## config.mk

```make
export PLATFORM = sky130hd
export DESIGN_NAME = ps2_key_decoder
export DESIGN_NICKNAME = d
export VERILOG_FILES = /design/src/rtl/ps2_key_decoder.sv
export SDC_FILE = /design/constraint.sdc
export NUM_CORES = 1
export LEC_CHECK = 0
export CAP_MARGIN = 20
export CORE_AREA = 2 2 81 83
export CTS_CLUSTER_SIZE = 28
export DETAILED_ROUTE_END_ITERATION = 10
export DIE_AREA = 0 0 83 85
export DONT_BUFFER_PORTS = 1
export PLACE_DENSITY = 0.75
export SLEW_MARGIN = 20
export SYNTH_ARGS = -nofsm -noshare
export SYNTH_HDL_FRONTEND = slang
export SYNTH_SLANG_ARGS = --single-unit
```

## constraint.sdc

```tcl
create_clock -name clk -period 2.75 [get_ports clk]
set_input_delay 0.1375 -clock clk [delete_from_list [all_inputs] [get_ports clk]]
set_output_delay 0.1375 -clock clk [all_outputs]
set_load 0.02 [all_outputs]
```

## src/rtl/ps2_key_decoder.sv

```systemverilog
// rtl/ps2_key_decoder.sv - PS/2 set-2 keyboard frame receiver and ASCII key decoder
//
// Purpose: conditions the raw PS/2 clock/data lines, receives 11-bit frames,
// strips F0 (break) / E0 (extended) prefixes and maps make/break codes to a
// 7-bit ASCII key code with one-cycle make, break and error strobes.
//
// Ports:
//   clk        system clock (65 MHz)
//   rst        synchronous active-high reset
//   ps2_clk    raw PS/2 clock, asynchronous
//   ps2_data   raw PS/2 data, asynchronous
//   keyCode    ASCII of the key currently held, 0 when none
//   released   one-cycle strobe on a break of a mapped key
//   key_valid  one-cycle strobe on a make of a mapped key
//   frame_err  one-cycle strobe on parity, stop-bit or timeout error
//
// Optional feature macro: PS2_SHIFT_EN (left/right shift gives uppercase letters).

module ps2_key_decoder #(
  parameter int FILTER_LEN     = 8,
  parameter int TIMEOUT_CYCLES = 6500
) (
  input  logic       clk,
  input  logic       rst,
  input  logic       ps2_clk,
  input  logic       ps2_data,
  output logic [6:0] keyCode,
  output logic       released,
  output logic       key_valid,
  output logic       frame_err
);

  localparam int FW = (FILTER_LEN > 1) ? $clog2(FILTER_LEN) : 1;
  localparam int TW = $clog2(TIMEOUT_CYCLES + 1);

  typedef enum logic [1:0] {IDLE, DATA, PARITY, STOP} state_t;

  // Input conditioning
  logic          clk_s1_q, clk_s2_q, dat_s1_q, dat_s2_q;
  logic          filt_q, filt_d;
  logic [FW-1:0] filt_cnt_q, filt_cnt_d;
  logic          sample_q, sample_d;

  always_comb begin
    filt_d     = filt_q;
    filt_cnt_d = '0;
    // Count consecutive samples that disagree with the filtered level; any
    // agreeing sample restarts the count, so short glitches never flip it.
    if (clk_s2_q != filt_q) begin
      if (filt_cnt_q == FW'(FILTER_LEN - 1)) filt_d = clk_s2_q;
      else                                   filt_cnt_d = filt_cnt_q + 1'b1;
    end
    sample_d = filt_q & ~filt_d;
  end

  // Frame receiver
  state_t        state_q, state_d;
  logic [2:0]    bit_q, bit_d;
  logic [7:0]    sh_q, sh_d;
  logic          par_q, par_d;
  logic [TW-1:0] to_q, to_d;
  logic          rdy_q, rdy_d;
  logic          ferr_q, ferr_d;

  always_comb begin
    state_d = state_q;
    bit_d   = bit_q;
    sh_d    = sh_q;
    par_d   = par_q;
    rdy_d   = 1'b0;
    ferr_d  = 1'b0;
    to_d    = to_q;
    if (state_q == IDLE || sample_q)   to_d = '0;
    else if (to_q != TW'(TIMEOUT_CYCLES)) to_d = to_q + 1'b1;

    case (state_q)
      IDLE: if (sample_q && !dat_s2_q) begin
        state_d = DATA;
        bit_d   = 3'd0;
      end
      DATA: if (sample_q) begin
        sh_d  = {dat_s2_q, sh_q[7:1]};
        bit_d = bit_q + 3'd1;
        if (bit_q == 3'd7) state_d = PARITY;
      end
      PARITY: if (sample_q) begin
        par_d   = dat_s2_q;
        state_d = STOP;
      end
      STOP: if (sample_q) begin
        if (dat_s2_q && (^{sh_q, par_q})) rdy_d  = 1'b1;
        else                              ferr_d = 1'b1;
        state_d = IDLE;
      end
      default: state_d = IDLE;
    endcase

    // A sample in the same cycle takes priority over the timeout.
    if (state_q != IDLE && !sample_q && to_q == TW'(TIMEOUT_CYCLES)) begin
      state_d = IDLE;
      ferr_d  = 1'b1;
    end
  end

  // Byte decoder
  function automatic logic [7:0] map_code(input logic [7:0] c);
    case (c)
      8'h1C: map_code = {1'b1, 7'h61}; 8'h32: map_code = {1'b1, 7'h62};
      8'h21: map_code = {1'b1, 7'h63}; 8'h23: map_code = {1'b1, 7'h64};
      8'h24: map_code = {1'b1, 7'h65}; 8'h2B: map_code = {1'b1, 7'h66};
      8'h34: map_code = {1'b1, 7'h67}; 8'h33: map_code = {1'b1, 7'h68};
      8'h43: map_code = {1'b1, 7'h69}; 8'h3B: map_code = {1'b1, 7'h6A};
      8'h42: map_code = {1'b1, 7'h6B}; 8'h4B: map_code = {1'b1, 7'h6C};
      8'h3A: map_code = {1'b1, 7'h6D}; 8'h31: map_code = {1'b1, 7'h6E};
      8'h44: map_code = {1'b1, 7'h6F}; 8'h4D: map_code = {1'b1, 7'h70};
      8'h15: map_code = {1'b1, 7'h71}; 8'h2D: map_code = {1'b1, 7'h72};
      8'h1B: map_code = {1'b1, 7'h73}; 8'h2C: map_code = {1'b1, 7'h74};
      8'h3C: map_code = {1'b1, 7'h75}; 8'h2A: map_code = {1'b1, 7'h76};
      8'h1D: map_code = {1'b1, 7'h77}; 8'h22: map_code = {1'b1, 7'h78};
      8'h35: map_code = {1'b1, 7'h79}; 8'h1A: map_code = {1'b1, 7'h7A};
      8'h45: map_code = {1'b1, 7'h30}; 8'h16: map_code = {1'b1, 7'h31};
      8'h1E: map_code = {1'b1, 7'h32}; 8'h26: map_code = {1'b1, 7'h33};
      8'h25: map_code = {1'b1, 7'h34}; 8'h2E: map_code = {1'b1, 7'h35};
      8'h36: map_code = {1'b1, 7'h36}; 8'h3D: map_code = {1'b1, 7'h37};
      8'h3E: map_code = {1'b1, 7'h38}; 8'h46: map_code = {1'b1, 7'h39};
      8'h29: map_code = {1'b1, 7'h20}; 8'h5A: map_code = {1'b1, 7'h0D};
      8'h76: map_code = {1'b1, 7'h1B};
      default: map_code = 8'h00;
    endcase
  endfunction

  function automatic logic [6:0] to_lower(input logic [6:0] a);
    to_lower = (a >= 7'h41 && a <= 7'h5A) ? a + 7'h20 : a;
  endfunction

  logic       brk_q, brk_d, ext_q, ext_d;
  logic [6:0] key_q, key_d;
  logic       rel_q, rel_d, kv_q, kv_d, err_q, err_d;
  logic       lsh_q, lsh_d, rsh_q, rsh_d;
  logic [7:0] map;
  logic [6:0] asc;
  logic       is_shift;

  always_comb begin
    brk_d    = brk_q;
    ext_d    = ext_q;
    key_d    = key_q;
    rel_d    = 1'b0;
    kv_d     = 1'b0;
    err_d    = ferr_q;
    lsh_d    = lsh_q;
    rsh_d    = rsh_q;
    map      = map_code(sh_q);
    asc      = map[6:0];
    is_shift = 1'b0;
`ifdef PS2_SHIFT_EN
    is_shift = (sh_q == 8'h12) || (sh_q == 8'h59);
    if ((lsh_q || rsh_q) && asc >= 7'h61 && asc <= 7'h7A) asc = asc - 7'h20;
`endif
    if (ferr_q) begin
      brk_d = 1'b0;
      ext_d = 1'b0;
    end else if (rdy_q) begin
      if (sh_q == 8'hF0)      brk_d = 1'b1;
      else if (sh_q == 8'hE0) ext_d = 1'b1;
      else begin
        brk_d = 1'b0;
        ext_d = 1'b0;
        if (!ext_q) begin
          if (is_shift) begin
            if (sh_q == 8'h12) lsh_d = !brk_q;
            else               rsh_d = !brk_q;
          end else if (map[7]) begin
            if (brk_q) begin
              rel_d = 1'b1;
              if (to_lower(asc) == to_lower(key_q)) key_d = 7'h00;
            end else begin
              key_d = asc;
              kv_d  = 1'b1;
            end
          end
        end
      end
    end
  end

  always_ff @(posedge clk) begin
    if (rst) begin
      clk_s1_q <= 1'b1; clk_s2_q <= 1'b1; dat_s1_q <= 1'b1; dat_s2_q <= 1'b1;
      filt_q   <= 1'b1; filt_cnt_q <= '0; sample_q <= 1'b0;
      state_q  <= IDLE; bit_q <= 3'd0; sh_q <= 8'h00; par_q <= 1'b0;
      to_q     <= '0; rdy_q <= 1'b0; ferr_q <= 1'b0;
      brk_q    <= 1'b0; ext_q <= 1'b0; key_q <= 7'h00;
      rel_q    <= 1'b0; kv_q <= 1'b0; err_q <= 1'b0;
      lsh_q    <= 1'b0; rsh_q <= 1'b0;
    end else begin
      clk_s1_q <= ps2_clk;  clk_s2_q <= clk_s1_q;
      dat_s1_q <= ps2_data; dat_s2_q <= dat_s1_q;
      filt_q   <= filt_d; filt_cnt_q <= filt_cnt_d; sample_q <= sample_d;
      state_q  <= state_d; bit_q <= bit_d; sh_q <= sh_d; par_q <= par_d;
      to_q     <= to_d; rdy_q <= rdy_d; ferr_q <= ferr_d;
      brk_q    <= brk_d; ext_q <= ext_d; key_q <= key_d;
      rel_q    <= rel_d; kv_q <= kv_d; err_q <= err_d;
      lsh_q    <= lsh_d; rsh_q <= rsh_d;
    end
  end

  assign keyCode   = key_q;
  assign released  = rel_q;
  assign key_valid = kv_q;
  assign frame_err = err_q;

endmodule

```

==> results of run 1 <==
## cells by family (layout without fill, tap and decap cells)
family	after synthesis	after routing
and+or+nand+nor	168	168
AOI/OAI and AO/OA	95	95
DFF	58	58
buffers and inverters	45	69
xor gates and xnor gates	24	24
adders and majority gates	23	23
muxes	7	7
## layout make-up
type	count	area share [%]
clock buffer	12	3.98
clock inverter	4	1.89
inverter	30	2.89
multi-input combinational	317	54.4
sequential	58	29.8
tap	77	2.47
timing repair buffer	23	4.62
## worst max-delay path, stage by stage, from the launching register on
cell	delay [ns]
dfxtp_1	0.38
inv_1	0.08
ha_1	0.25
and3_1	0.22
o21ai_0	0.26
buf_4	0.27
ha_1	0.28
nor3_1	0.08
a21oi_1	0.12
nor2_1	0.06
o32a_1	0.34
o22ai_1	0.16
## cells in the final DEF (no fill, tap or decap), types with 6 or more instances in the layout
cell type	synthesis	final
nand3_1	21	21
dfxtp_1	58	58
and3_1	6	6
xnor2_1	18	18
inv_1	26	25
nor3_1	19	19
nand2_1	42	41
o21ai_1	8	9
o21ai_0	13	11
clkbuf_8	0	11
a21oi_1	27	27
ha_1	23	20
nor2_1	46	46
a31oi_1	6	6
buf_4	0	20
## power groups by stage
stage | clock [mW] | sequential (mW) | combinational [mW]
after CTS | 0.903 | 0.845 | 0.0176
after global placement | 0 | 0.863 | 0.0107
after floorplan | 0 | 0.863 | 0.0122
final | 0.884 | 0.845 | 0.0197
after detailed placement | 0 | 0.864 | 0.0111
after global routing | 0.942 | 0.845 | 0.0211
## routing by layer
metal	GRT usage, %	part of all wire (%)	up-vias
met4	9.24	2.2	0
met2	37.3	47	125
li1	-	-	1525
met5	0	0	-
met3	4.28	5.7	23
met1	29.0	45	1444
## metrics by stage
| step | power (mW) | instances |
|---|---|---|
| global placement | 0.874 | 501 |
| CTS | 1.77 | 520 |
| global route | 1.81 | 521 |
| detailed placement | 0.875 | 501 |
| floorplan | 0.875 | 420 |
| finish | 1.75 | 521 |
## path summary, 6_finish.rpt
path | endpoint | cells after the start | start
max | flip-flop | 11 | state_q[1]
min | key_valid | 1 | rst
max reg2reg | flip-flop | 11 | state_q[1]
min reg2reg | clk_s2_q | 1 | clk_s1_q
## timing repair
action,4_1_cts,5_1_grt
setup buffers,0,1
endpoints found under the setup margin,0,12
hold buffers,3,0
gates resized for setup,0,12
endpoints found under the hold margin,15,0
==> reports/qor.yml, run 1 <==
finish:
  finalNetCount: 466
  fin_area_um2: 3900
  regArea_um2: 1160
  multi_input_area_um2: 2120
  syn2layout_area_growth_pct: 14.0
  fillers: 536
  drive_above_1_share_pct: 13.5
  final_util_pct: 62.9
  n_antenna_cell: 0
global_routing:
  grt_pass1_wl_um: 13300
  grt_max_degree: 18
  grt_pass1_vias: 2983
  grt_util_all_layers_pct: 22.5
  overflow: 0
  antenna_found_initial: 0
clock_network:
  clock-root-buffer: "clkbuf_8"
  cts_sinks: 58
  clk_latency_ns: 0.32
  clk_pin_slew_ns: 0.07
  cts_tree: "built"
  clk_path_buf_depth: 2
  h-tree-depth: 3
  numCtsBuffers: 9
synthesis:
  synth_compound_area_share_pct: 19.1
  yosysUniqueCellTypes: 54
  ys_seq_elements: 58
  ys_top_cells_by_area: "dfxtp_1, ha_1, nor2_1, nand2_1, xnor2_1"
  synth_simple_gate_area_share_pct: 24.1
  ys_async_sr_fraction_pct: 0
  synth-adder-area-share_pct: 8.41
  synth.area.mux_share_pct: 2.78
  synth_top_family_by_area: "simple AND/OR/NAND/NOR gates"
  netlist_area_um2: 3420
  synth-xor-area-share_pct: 6.54
  synth_seq_area_share_pct: 33.9
  ys.flop_type: "dfxtp_1"
  synth.top_cell.area_share_pct: 33.9
  syn-num-nets: 447
  synth_area_leader_cell: "dfxtp_1"
  synth_edf_count: 0
  yosys_warnings: 0
  synth.top_cells.by_count: "dfxtp_1, nor2_1, nand2_1, a21oi_1, inv_1"
  yosysMostFrequentCell: "dfxtp_1"
  syn_area_per_cell_um2: 8.15
  netlist_instances: 420
pwr:
  p_comb_share_pct: 1.1
  switching_power_uw: 336
  p_seq_share_pct: 48.3
  vdd_drop_max_uv: 309
  p_leak_nw: 1.51
  p_clk_share_pct: 50.6
  internal_power_mw: 1.41
  netSwitchingFraction_pct: 19.2
  p_per_area_nw_per_um2: 448
timing:
  max_slew_margin_pct: 45.1
  drv_slew: 0
  period_minus_slack_ns: 2.59
  setup_viol: 0
  holdWs_ns: 0.00815
  fin_skew_ns: 0.00965
  hold_viol: 0
  finalSetupTns_ns: 0
  tightest_slew_ns: 0.817
  finalWorstSetupSlack_ns: 0.157
  fmaxAchievable_mhz: 386
  finalCritPeriodShare_pct: 94.3
  rsz0062_at_grt: "yes"
place:
  io_buffers: 0
  post-place-ws_ns: 0.0907
  dpl_cell_area_um2: 3600
  place_congestion: 0.922
  dp_hpwl_um: 5560
drt:
  post_drt_wl_per_cell_um: 14.9
  dr.pass1.iters: 5
  via_per_inst: 5.98
  post-route-drc-count: 0
  wirelength_um: 7770
  num_vias: 3117
  first_iter_violations: 211
  ant_nets: 0
worst_setup_path:
  cp-end-kind: "flip-flop"
  path_class: "flip-flop to flip-flop"
  r2r_slack_ns: 0.16
  critical_path_arrival_ns: 2.83
  critPathLaunchType: "flip-flop"
  crit_fanout: 14
  required_ns: 2.99
hold_path:
  min_path_type: "input port to flip-flop"
die:
  core_um2: 6200
  die-area_um2: 7060
  die_w_um: 83
  die_y_um: 85
  row_count: 29
  io_pins: 14
  initial_core_util_pct: 55.2
run:
  drv_cap: 0
outcome:
  status: "finished, final reports clean"
Power figures use the tool's default switching activity.
==> inputs of run 2 (changes only) <==
- REMOVE_ABC_BUFFERS: not set -> 1
==> run 2 against run 1 <==
Against the previous run: cell count up 0.38%; setup slack better by 0.017 ns; core utilization up 0.061 points; combinational power down 11%; first-iteration DRC count down 10%; worst hold slack better by 0.014 ns; via count down 2.4%; maximum frequency up 0.67%; clock skew down 0.0024 ns; highest routed layer unchanged.
==> reports/qor.yml, run 2 (synthesis gave the netlist of run 1 again) <==
timing:
  period_minus_slack_ns: 2.58  # -0.0174 ns
  hold_viol: 0  # unchanged
  max_slew_margin_pct: 63.7  # +19 points
  fmaxAchievable_mhz: 388  # +0.67%
  setup_viol: 0  # unchanged
  finalCritPeriodShare_pct: 93.7  # -0.63 points
  drv_slew: 0  # unchanged
  rsz0062_at_grt: "yes"
  fin_skew_ns: 0.00723  # -0.00243 ns
  tightest_slew_ns: 0.543  # -0.275 ns
die:
  die-area_um2: 7060  # unchanged
  core_um2: 6200  # unchanged
  initial_core_util_pct: 55.2  # unchanged
  die_y_um: 85  # unchanged
  die_w_um: 83  # unchanged
  io_pins: 14  # unchanged
  row_count: 29  # unchanged
finish:
  mostFrequentLayoutCells: "dfxtp_1, nor2_1, nand2_1"
  final_common_cell: "dfxtp_1"
  final_util_pct: 62.9  # about the same
  drive_above_1_share_pct: 13.5  # -0.061 points
  finalNetCount: 468  # +0.43%
  n_antenna_cell: 0  # unchanged
  fin_area_um2: 3900  # about the same
  syn2layout_area_growth_pct: 14.1  # about the same
drt:
  ant_nets: 0  # unchanged
  post_drt_wl_per_cell_um: 14.4  # -3.2%
  first_iter_violations: 189  # -10%
  num_vias: 3042  # -2.4%
  post-route-drc-count: 0  # unchanged
  via_per_inst: 5.82  # -2.8%
  wirelength_um: 7550  # -2.8%
  dr.pass1.iters: 5  # unchanged
worst_setup_path:
  reg2reg_depth: 11  # unchanged
  critPathLaunchType: "flip-flop"
  rr_startpoint: "state_q[1]"
  required_ns: 3.03  # +0.04 ns
  path_class: "flip-flop to flip-flop"
  r2r_slack_ns: 0.17  # +0.02 ns
  critical_path_arrival_ns: 2.86  # +0.03 ns
  worstPathCellList: "inv_1 -> ha_1 -> a21boi_0 -> o21ai_2 -> inv_1 -> ha_2 -> nand2_1 -> a311o_1 -> a211o_1 -> o221ai_1 -> a31o_2"
  crit_fanout: 9  # -5
  cp_slowest_cell: "a311o_1"
  cp-end-kind: "flip-flop"
  cpPeakStageDelay_ns: 0.38  # about the same
  crit_top_cell: "inv_1"
hold_path:
  holdPathStages: 2  # +1
  worstHoldEndpoint: "filt_cnt_q[1]"
  min_path_type: "input port to flip-flop"
  hold_start: "rst"
clock_network:
  numCtsBuffers: 9  # unchanged
  cts_tree: "built"
  clk_latency_ns: 0.34  # +0.02 ns
  clk_pin_slew_ns: 0.06  # about the same
  cts_sinks: 58  # unchanged
  clk_path_buf_depth: 2  # unchanged
  clock-root-buffer: "clkbuf_8"
  h-tree-depth: 3  # unchanged
  post_cts_buffers: 0  # unchanged
global_routing:
  grt_max_degree: 17  # -1
  antenna_found_initial: 0  # unchanged
  grt_util_all_layers_pct: 22.7  # +0.18 points
  grt_pass1_vias: 2825  # -5.3%
  overflow: 0  # unchanged
  grt_pass1_wl_um: 13100  # -1.8%
pwr:
  p_per_area_nw_per_um2: 450  # +0.31%
  power_mw: 1.76  # +0.41%
  p_leak_nw: 1.51  # -0.20%
  vdd_drop_max_uv: 327  # +5.8%
place:
  io_buffers: 0  # unchanged
  place_congestion: 0.971  # +5.3%
  dp_hpwl_um: 5480  # -1.5%
  dpl_cell_area_um2: 3620  # +0.63%
outcome:
  status: "finished, final reports clean"
run:
  drv_cap: 0  # unchanged
## run 2: final cells by class
class                   count  area [µm²]
clock buffers              12         155
clock inverters             4        73.8
fillers                   550        2300
inverters                  30         116
multi-input cells         317        2110
flip-flops and latches     58        1160
well taps                  77        96.3
repair buffers             25         195
## run 2: per-stage QoR
step	std cells	hold WS, ns	setup TNS (ns)	worst slack, ns
floorplan	405	0.207	-3.23	-0.688
global placement	504	0.211	0	0.169
detailed placement	504	0.213	0	0.0891
CTS	523	0.00819	0	0.0800
global route	523	0.0298	0	0.00564
finish	523	0.0220	0	0.174
## run 2: what timing repair did
item	CTS	global route
gates resized for setup	0	9
endpoints found under the setup margin	0	13
hold buffers	3	0
hold endpoints to repair	16	0
## run 2: power breakdown
| part | switching [mW] | internal (mW) |
|---|---|---|
| clock network | 0.333 | 0.560 |
| registers | 0.00180 | 0.843 |
| logic | 0.00972 | 0.00792 |
| total | 0.345 | 1.41 |
## run 2: worst max-delay path by stage
stage	start	slack (ns)	to	depth (start not counted)
after global placement	sh_q[7]	0.17	keyCode[0]	9
after CTS	sh_q[7]	0.08	keyCode[1]	9
after detailed placement	sh_q[7]	0.09	keyCode[1]	9
after floorplan	state_q[1]	-0.69	flip-flop	10
after global routing	state_q[1]	0.006	flip-flop	11
final	state_q[1]	0.17	flip-flop	11
## run 2: layer usage
metal	vias up	GRT usage, %	wire length (µm)
met5	-	0	0
met4	0	8.64	149
met3	16	5.54	392
met2	95	37.5	3590
met1	1403	28.8	3420
li1	1528	-	-
## run 2: critical path, delay by kind of cell, from the launching register on
kind | cells | cell delay, ns
AO/OA/AOI/OAI | 6 | 1.26
adder cells (fa/ha/maj) | 2 | 0.54
buffers and inverters | 2 | 0.29
flip-flops | 1 | 0.37
AND/OR/NAND/NOR | 1 | 0.06
==> inputs of run 3 (changes only) <==
- CORE_AREA: 2 2 81 83 -> 2 2 120 122
- DIE_AREA: 0 0 83 85 -> 0 0 122 124
- PLACE_DENSITY: 0.75 -> 0.4
- SLEW_MARGIN: 20 -> 40
==> run 3 against run 2 <==
Against the previous run: sequential share of layout area fell by 1.6 points; core utilization fell by 33 points; highest routed layer unchanged; clock-buffer cell count did not move; first-iteration DRC count rose by 0.53%; via count fell by 2.2%; register-to-register slack barely moved; cell count rose by 21%; global-route usage fell by 10 points; clock power rose by 19%; combinational power rose by 13%; setup slack improved by 0.0080 ns; sequential cell count did not move; largest cell class unchanged.
==> reports/qor.yml, run 3 (synthesis gave the netlist of run 1 again) <==
outcome:
  status: "finished, final reports clean"
finish:
  mostFrequentLayoutCells: "dfxtp_1, nor2_1, nand2_1"
  drive_above_1_share_pct: 14.4  # +0.96 points
  fin_area_um2: 4120  # +5.5%
  finalNonFillerCells: 631  # +21%
  finalNetCount: 473  # +1.1%
  fillers: 1468  # +170%
  final_common_cell: "dfxtp_1"
  syn2layout_area_growth_pct: 20.4
  n_antenna_cell: 0  # unchanged
place:
  post-place-ws_ns: 0.0445  # -0.0446 ns
  dpl.cell_count: 611  # +21%
  place_congestion: 0.856  # -12%
  dp_hpwl_um: 6360  # +16%
  dpl_cell_area_um2: 3780  # +4.4%
  io_buffers: 0  # unchanged
run:
  drv_cap: 0  # unchanged
pwr:
  internal_power_mw: 1.53  # +8.6%
  power_mw: 1.93  # +10%
  p_per_area_nw_per_um2: 469  # +4.2%
  p_clk_share_pct: 55.1  # +4.2 points
  p_leak_nw: 1.57  # +3.9%
  switching_power_uw: 399  # +16%
  p_seq_share_pct: 43.8  # -4.3 points
  p_comb_share_pct: 1.0  # about the same
  vdd_drop_max_uv: 254  # -22%
  netSwitchingFraction_pct: 20.7  # +1.0 points
global_routing:
  grt_max_degree: 18  # +1
  antenna_found_initial: 0  # unchanged
  grt_pass1_vias: 2943  # +4.2%
  overflow: 0  # unchanged
  grt_pass1_wl_um: 14600  # +12%
  grt_util_all_layers_pct: 12.4  # -10 points
worst_setup_path:
  crit_fanout: 7  # -2
  cpPeakStageDelay_ns: 0.37  # about the same
  critical_path_arrival_ns: 2.81  # -0.05 ns
  required_ns: 3.00  # -0.03 ns
  cp_slowest_cell: "dfxtp_1"
  critPathLaunchType: "flip-flop"
  worstPathCellList: "inv_1 -> ha_1 -> and3_1 -> o21ai_2 -> buf_4 -> ha_1 -> and2_1 -> a22oi_1 -> o21ai_0 -> a21oi_1 -> o21ai_0"
  cp-end-kind: "flip-flop"
  path_class: "flip-flop to flip-flop"
timing:
  tightest_slew_ns: 0.694  # +0.151 ns
  fmaxAchievable_mhz: 389  # +0.31%
  rsz0062_at_grt: "yes"
  hold_viol: 0  # unchanged
  finalCritPeriodShare_pct: 93.4  # -0.29 points
  holdWs_ns: 0.0405  # +0.0185 ns
  drv_slew: 0  # unchanged
  finalWorstSetupSlack_ns: 0.182  # +0.00803 ns
  fin_skew_ns: 0.00634  # -0.000891 ns
  period_minus_slack_ns: 2.57  # -0.00803 ns
  setup_viol: 0  # unchanged
  max_slew_margin_pct: 53.6  # -10 points
die:
  row_count: 43  # +48%
  initial_core_util_pct: 24.9  # -30 points
  die_w_um: 122  # +47%
  io_pins: 14  # unchanged
  die_y_um: 124  # +46%
  die-area_um2: 15100  # +110%
  core_um2: 13700  # +120%
clock_network:
  cts_sinks: 58  # unchanged
  clk_pin_slew_ns: 0.05  # about the same
  numCtsBuffers: 9  # unchanged
  cts_tree: "built"
  h-tree-depth: 3  # unchanged
  clk_latency_ns: 0.33  # about the same
  clk_path_buf_depth: 2  # unchanged
  clock-root-buffer: "clkbuf_16"
hold_path:
  min_path_type: "input port to flip-flop"
drt:
  post-route-drc-count: 0  # unchanged
  dr.pass1.iters: 4  # -1
  first_iter_violations: 190  # +0.53%
  via_per_inst: 4.71  # -19%
  num_vias: 2974  # -2.2%
  post_drt_wl_per_cell_um: 13.8  # -4.5%
  wirelength_um: 8700  # +15%
  ant_nets: 0  # unchanged
run 3: changes by cell type in the layout (fill, tap and decap cells not counted), sizes merged:
cell,before,now
inv,25,26
buf,22,27
clkinvlp,1,2
bufinv,2,0
run 3: final timing paths:
kind / from / to / slack [ns] / cells after the start
worst max-delay path: state_q[1] / flip-flop / 0.18 / 11
worst min-delay path: rst / filt_cnt_q[2] / 0.04 / 2
worst max register to register: state_q[1] / flip-flop / 0.18 / 11
worst min register to register: dat_s1_q / dat_s2_q / 0.40 / 1
run 3: stage by stage:
step / utilization (%) / setup TNS, ns
2_1_floorplan: - / -3.23
3_3_place_gp: 27.5 / 0
3_5_place_dp: 27.5 / 0
4_1_cts: 29.9 / 0
5_1_grt: 30.0 / -0.0120
6_report: 30.0 / 0
run 3: timing repair:
action | in CTS | in global routing
hold buffers | 3 | 0
buffers inserted | 0 | 1
setup endpoints to repair | 0 | 13
gates resized for setup | 0 | 7
endpoints found under the hold margin | 16 | 0
run 3: cell type report:
type | instances | area [µm²] | area share [%]
Clock buffer | 12 | 267 | 6.47
Clock inverter | 4 | 25.0 | 0.608
Inverter | 30 | 113 | 2.73
Multi-Input combinational cell | 317 | 2100 | 50.9
Sequential cell | 58 | 1160 | 28.2
Tap cell | 180 | 225 | 5.47
Timing Repair Buffer | 30 | 233 | 5.65
run 3: critical path: cells and delay by family, from the launching register on:
kind	cells	cell delay [ns]
AOI/OAI and AO/OA	5	0.92
and+or+nand+nor	2	0.49
adders and majority gates	2	0.45
DFF	1	0.37
buffers and inverters	2	0.26
run 3: routing by layer:
layer	GRT usage, %	vias to the layer above	part of all wire (%)
li1	-	1533	-
met5	0	-	0
met3	2.98	17	3.1
met4	6.11	0	2.2
met2	19.2	45	45
met1	16.1	1379	50
run 3: power by group through the flow:
stage                     clock network, mW  logic (mW)  registers [mW]
after floorplan                           0     0.00908           0.863
after global placement                    0      0.0115           0.864
after detailed placement                  0      0.0116           0.864
after CTS                              1.11      0.0190           0.846
after global routing                   1.14      0.0217           0.846
final                                  1.06      0.0199           0.847
